## src/rtl/pc_gen_pkg.sv

```systemverilog
// Shared configuration for the fetch PC generator: default widths, reset vector,
// IF stall-bit position and the fetch-source selector type.
package pc_gen_pkg;

   localparam int unsigned ADDR_W_DEF     = 32;
   localparam int unsigned RESET_VEC_DEF  = 0;
   localparam int unsigned INST_BYTES_DEF = 4;
   localparam int unsigned IF_STALL_BIT   = 0;

   typedef enum logic [1:0] {
      SRC_NPC   = 2'd0,
      SRC_PEND  = 2'd1,
      SRC_REDIR = 2'd2
   } pc_src_e;

   typedef enum logic {
      ST_BOOT = 1'b0,
      ST_RUN  = 1'b1
   } pc_state_e;

   // A live redirect always beats a held one; a held one beats sequential flow.
   function automatic pc_src_e fetch_src(input logic redirect, input logic pend_v);
      if (redirect)    return SRC_REDIR;
      else if (pend_v) return SRC_PEND;
      else             return SRC_NPC;
   endfunction

endpackage

```

## src/rtl/pc_gen_btb.sv

```systemverilog
// Direct-mapped branch target buffer for pc_gen (instantiated only with PC_BTB_EN).
// Combinational lookup; updates land on the clock edge and are not forwarded.
module pc_btb #(
   parameter int unsigned ADDR_W     = 32,
   parameter int unsigned INST_BYTES = 4,
   parameter int unsigned DEPTH      = 8
) (
   input  logic              clk,
   input  logic              rst,
   input  logic [ADDR_W-1:0] lookup_addr,
   output logic              hit,
   output logic [ADDR_W-1:0] target,
   input  logic              upd_en,
   input  logic [ADDR_W-1:0] upd_pc,
   input  logic [ADDR_W-1:0] upd_target,
   input  logic              upd_taken
);

   localparam int unsigned OFS_W = $clog2(INST_BYTES);
   localparam int unsigned IDX_W = $clog2(DEPTH);
   localparam int unsigned TAG_W = ADDR_W - IDX_W - OFS_W;

   logic [DEPTH-1:0]  valid_q;
   logic [TAG_W-1:0]  tag_q    [DEPTH];
   logic [ADDR_W-1:0] target_q [DEPTH];

   logic [IDX_W-1:0] lk_idx, up_idx;
   logic [TAG_W-1:0] lk_tag, up_tag;
   logic             up_tag_hit;
   logic             addr_unused;

   assign lk_idx = lookup_addr[IDX_W+OFS_W-1:OFS_W];
   assign lk_tag = lookup_addr[ADDR_W-1:IDX_W+OFS_W];
   assign up_idx = upd_pc[IDX_W+OFS_W-1:OFS_W];
   assign up_tag = upd_pc[ADDR_W-1:IDX_W+OFS_W];

   assign addr_unused = ^{lookup_addr, upd_pc};

   assign hit        = valid_q[lk_idx] && (tag_q[lk_idx] == lk_tag);
   assign target     = target_q[lk_idx];
   assign up_tag_hit = valid_q[up_idx] && (tag_q[up_idx] == up_tag);

   always_ff @(posedge clk) begin
      if (!rst) begin
         valid_q <= '0;
      end else if (upd_en) begin
         if (upd_taken)       valid_q[up_idx] <= 1'b1;
         else if (up_tag_hit) valid_q[up_idx] <= 1'b0;
      end
   end

   // Tag/target need no reset: they are only observed through valid_q.
   always_ff @(posedge clk) begin
      if (upd_en && upd_taken) begin
         tag_q[up_idx]    <= up_tag;
         target_q[up_idx] <= upd_target;
      end
   end

endmodule

```

## src/rtl/pc_gen.sv

```systemverilog
// IF-stage program-counter generator: sequential fetch, held redirects under stall,
// optional BTB next-address prediction enabled by defining PC_BTB_EN.
module pc_gen
   import pc_gen_pkg::*;
#(
   parameter int unsigned              ADDR_W     = ADDR_W_DEF,
   parameter logic        [ADDR_W-1:0] RESET_VEC  = ADDR_W'(RESET_VEC_DEF),
   parameter int unsigned              INST_BYTES = INST_BYTES_DEF,
   parameter int unsigned              STALL_W    = 6,
   parameter int unsigned              BTB_DEPTH  = 8
) (
   input  logic               clk,
   input  logic               rst,
   input  logic [STALL_W-1:0] stall,
   input  logic               redirect,
   input  logic [ADDR_W-1:0]  redirect_addr,
   output logic [ADDR_W-1:0]  pc_o,
   output logic               pc_valid_o,
   output logic               redirect_o,
   output logic               pred_taken_o,
   input  logic               upd_en,
   input  logic [ADDR_W-1:0]  upd_pc,
   input  logic [ADDR_W-1:0]  upd_target,
   input  logic               upd_taken
);

   localparam logic [ADDR_W-1:0] ALIGN_MASK = ~ADDR_W'(INST_BYTES - 1);

   pc_state_e         state_q, state_d;
   pc_src_e           src;
   logic [ADDR_W-1:0] npc, npc_d;
   logic              pend_v;
   logic [ADDR_W-1:0] pend_addr;
   logic [ADDR_W-1:0] sel_raw, sel;
   logic              advance;
   logic              redir_d;
   logic              btb_hit;
   logic [ADDR_W-1:0] btb_target;
   logic              stall_unused;

   assign advance      = !stall[IF_STALL_BIT];
   assign stall_unused = ^stall;

   always_comb begin
      src     = fetch_src(redirect, pend_v);
      sel_raw = npc;
      case (src)
         SRC_REDIR: sel_raw = redirect_addr;
         SRC_PEND:  sel_raw = pend_addr;
         default:   sel_raw = npc;
      endcase
      sel   = sel_raw & ALIGN_MASK;
      npc_d = btb_hit ? btb_target : sel + ADDR_W'(INST_BYTES);
   end

   // The boot state marks the first emitted PC after reset as a redirect.
   always_comb begin
      state_d = state_q;
      redir_d = redirect | pend_v | (state_q == ST_BOOT);
      if (advance) state_d = ST_RUN;
   end

   always_ff @(posedge clk) begin
      if (!rst) state_q <= ST_BOOT;
      else      state_q <= state_d;
   end

   always_ff @(posedge clk) begin
      if (!rst) begin
         pc_o         <= RESET_VEC;
         pc_valid_o   <= 1'b0;
         redirect_o   <= 1'b0;
         pred_taken_o <= 1'b0;
         npc          <= RESET_VEC;
         pend_v       <= 1'b0;
         pend_addr    <= '0;
      end else if (advance) begin
         pc_o         <= sel;
         pc_valid_o   <= 1'b1;
         redirect_o   <= redir_d;
         pred_taken_o <= btb_hit;
         npc          <= npc_d;
         pend_v       <= 1'b0;
      end else if (redirect) begin
         pend_v    <= 1'b1;
         pend_addr <= redirect_addr;
      end
   end

`ifdef PC_BTB_EN
   pc_btb #(
      .ADDR_W     (ADDR_W),
      .INST_BYTES (INST_BYTES),
      .DEPTH      (BTB_DEPTH)
   ) u_btb (
      .clk         (clk),
      .rst         (rst),
      .lookup_addr (sel),
      .hit         (btb_hit),
      .target      (btb_target),
      .upd_en      (upd_en),
      .upd_pc      (upd_pc),
      .upd_target  (upd_target),
      .upd_taken   (upd_taken)
   );
`else
   logic        upd_unused;
   logic [31:0] cfg_unused;

   assign btb_hit    = 1'b0;
   assign btb_target = '0;
   assign upd_unused = ^{upd_en, upd_pc, upd_target, upd_taken};
   assign cfg_unused = BTB_DEPTH;
`endif

endmodule

```

## config.mk

```make
export PLATFORM = sky130hd
export DESIGN_NAME = pc_gen
export DESIGN_NICKNAME = d
export VERILOG_FILES = /design/src/rtl/pc_gen_pkg.sv /design/src/rtl/pc_gen_btb.sv /design/src/rtl/pc_gen.sv
export SDC_FILE = /design/constraint.sdc
export NUM_CORES = 1
export LEC_CHECK = 0
export BUFFER_PORTS_ARGS = -buffer_cell sky130_fd_sc_hd__buf_2
export CORE_MARGIN = 4
export CORE_UTILIZATION = 50
export DETAILED_ROUTE_END_ITERATION = 8
export MAX_ROUTING_LAYER = met4
export PLACE_DENSITY_LB_ADDON = 0.3
export SKIP_CTS_REPAIR_TIMING = 1
export SLEW_MARGIN = 5
export SYNTH_ARGS = -nofsm -noshare
export SYNTH_HDL_FRONTEND = slang
export SYNTH_SLANG_ARGS = --single-unit
```

## constraint.sdc

```tcl
create_clock -name clk -period 2.5 [get_ports clk]
set_input_delay 0.25 -clock clk [delete_from_list [all_inputs] [get_ports clk]]
set_output_delay 0.25 -clock clk [all_outputs]
set_load 0.05 [all_outputs]
```

==> results.yml <==
detailed_routing:
  drc: 0
  drt_iter0_drc: 117
  ant_nets: 0
  viasPerCell: 5.445
  via_count: 3986
  wl_um: 11010
  firstDrtPassIters: 6
  wl_per_cell_um: 15.04
setup_path:
  start_kind: "register"
  cp.required_ns: 2.75
  arrival_ns: 2.60
  r2r-start: "pend_v"
  max_stage_delay_ns: 0.75
  path_delay_family: "simple AND/OR/NAND/NOR gates"
  crit_chain: "buf_4 > mux2i_1 > o21ai_2 > nand3_2 > or4b_2 > nor4_2 > xor2_1 > a21oi_1"
  crit_type: "register to register"
  cp-end-kind: "register"
  crit_buf_inv: 1
  worst-path-max-fanout: 5
  cp_slowest_cell: "or4b_2"
  startpoint: "pend_v"
global_routing:
  grt_pass1_vias: 3910
  antenna_found_initial: 0
  grt_usage: 0.2101
  grt_pass1_wl_um: 18340
  grt.overflow.total: 0
  grt_max_degree: 55
cts:
  cts_max_path_buffers: 2
  numCtsBuffers: 9
  cts.sink_count: 93
  cts-root-buf: "clkbuf_8"
  clkTransAtPathRegs_ns: 0.10
  worst_skew_pair.late_latency_ns: 0.36
  ctsHtreeMaxLevel: 3
  cts_tree: "built"
floorplanning:
  fp.dieW_um: 104.0
  die_area_um2: 10810
  die_h_um: 104.0
  std_cell_rows: 34
  start_util: 0.5206
  core-area_um2: 8848
  io_pins: 142
layout:
  syn2layout_area_growth_pct: 19.26
  drive_above_1_share: 0.2548
  final_net_count: 727
  diodes: 0
  final_area_um2: 5494
  stdcell_count: 732
  num-fill-cells: 766
yosys:
  synth_edf_count: 0
  synth.cell_area_um2: 4607
  avgSynthCellArea_um2: 8.595
  synth_cells: 536
  synth_cell_types: 50
  synth_warnings: 0
  ys_seq_area_frac: 0.4041
  synth.top_cells.by_area: "dfxtp_1, mux2i_1, nand2_1"
  yosysTopAreaCell: "dfxtp_1"
  ys_ff_latch: 93
  yosysMostFrequentCell: "nand2_1"
  synth_async_sr_flop_share: 0
  synth_ff_type: "dfxtp_1"
  netlist.area_leader.share: 0.4041
  synth_commonest_cells: "nand2_1, dfxtp_1, mux2i_1, o21ai_0, a21boi_0"
pwr:
  intPower_mw: 2.226
  clockPowerShare: 0.299
  p_sw_uw: 964.1
  peakVddDrop_mv: 0.3810
  pwr-share-comb: 0.197
  leakage_nw: 2.294
  p_per_area_nw_per_um2: 580.6
  swShare: 0.3023
  seq_power_share: 0.504
place:
  gp_congestion: 0.8417
  dpl_cell_area_um2: 5251
  dp_hpwl_um: 7592
  dp.cells: 715
  io_buffers: 65
sta:
  rsz0062_at_grt: "false"
  tightest_slew_ns: 0.6060
  fin_skew_ns: 0.01162
  min_period_over_period: 0.9404
  finalHoldViolations: 0
  slew_headroom: 0.5960
  setup_viol: 0
  tns_ns: 0
  period_minus_slack_ns: 2.351
  drv_slew: 0
  max_freq_ghz: 0.4253
run_status:
  status: "finished, final reports clean"
min_path:
  min_from: "redirect_addr[5]"
  hold_path.class: "input port to register"
run:
  cap_violations: 0
-- stage by stage --
| step | power [mW] | setup WS (ns) | util | hold slack (ns) |
|---|---|---|---|---|
| after global placement | 2.244 | 0.02033 | 0.5935 | 0.4491 |
| final | 3.190 | 0.1489 | 0.6209 | 0.1377 |
| after CTS | 3.208 | 0.04360 | 0.6145 | 0.1275 |
| after detailed placement | 2.261 | 0.005856 | 0.5935 | 0.4559 |
| after floorplan | 2.061 | 0.1791 | - | 0.3949 |
| after global routing | 3.349 | 0.01571 | 0.6209 | 0.1200 |
-- flip-flops by register name, indices dropped and copies added (netlist names) --
register    cells
pc_valid_o      1
npc            30
pc_o           30
pend_addr      30
pend_v          1
redirect_o      1
-- placed cells by master, fill, tap and decap left out, drive strengths merged, types with 2 or more instances in the layout --
cell type,n
a31oi,2
o21ai,52
and2,18
nor3,8
or4b,2
clkinvlp,4
nor2,14
a21boi,30
a21oi,23
conb,3
nor2b,16
mux2i,45
nand2b,5
dfxtp,93
buf,112
nor4,8
nand3,9
o21a,3
nand2,107
xor2,20
clkbuf,11
inv,2
mux2,10
xnor2,5
or3,2
o211a,7
-- layer usage --
metal / GRT usage / part of all wire / routed length (um)
met1: 0.2443 / 0.45 / 4961
met2: 0.3589 / 0.49 / 5343
met3: 0.04655 / 0.046 / 503
met4: 0.07217 / 0.018 / 201
met5: - / 0 / 0
-- kinds of logic (layout without fill, tap and decap cells) --
group	after synthesis	count (layout)	synth area share
simple gates	195	196	0.2075
compound gates	121	121	0.1643
flops	93	93	0.4041
mux	55	55	0.1222
buf+inv	45	130	0.05078
xor+xnor	25	25	0.04753
fa+ha+maj	1	1	0.002715
other cells	1	3	0.0008140
-- worst min-delay path: cells and delay by family --
family	cells	cell delay [ns]
buffers and inverters	1	0.11
AND/OR/NAND/NOR	1	0.04
AO/OA/AOI/OAI	1	0.06
-- power by group through the flow --
stage	sequential, mW	clock, mW	combinational, mW
2_1_floorplan	1.74	0	0.326
5_1_grt	1.62	1.04	0.687
3_5_place_dp	1.64	0	0.619
3_3_place_gp	1.64	0	0.606
4_1_cts	1.61	0.978	0.622
6_report	1.61	0.952	0.629
-- final cells by class --
class | count | area [um2] | share of cell area
Sequential cell | 93 | 1863 | 0.3391
Timing Repair Buffer | 112 | 728.2 | 0.1325
Inverter | 2 | 7.507 | 0.001366
Tap cell | 108 | 135.1 | 0.02460
Clock inverter | 5 | 35.03 | 0.006377
Clock buffer | 11 | 151.4 | 0.02756
Multi-Input combinational cell | 401 | 2574 | 0.4685
-- final timing paths --
kind,to,slack (ns),cells past startpoint
hold / removal,pend_addr[5],0.14,3
hold reg to reg,pend_addr[11],0.47,2
setup reg to reg,npc[21],0.15,8
setup / recovery,npc[21],0.15,8
(Power assumes the default switching activity.)
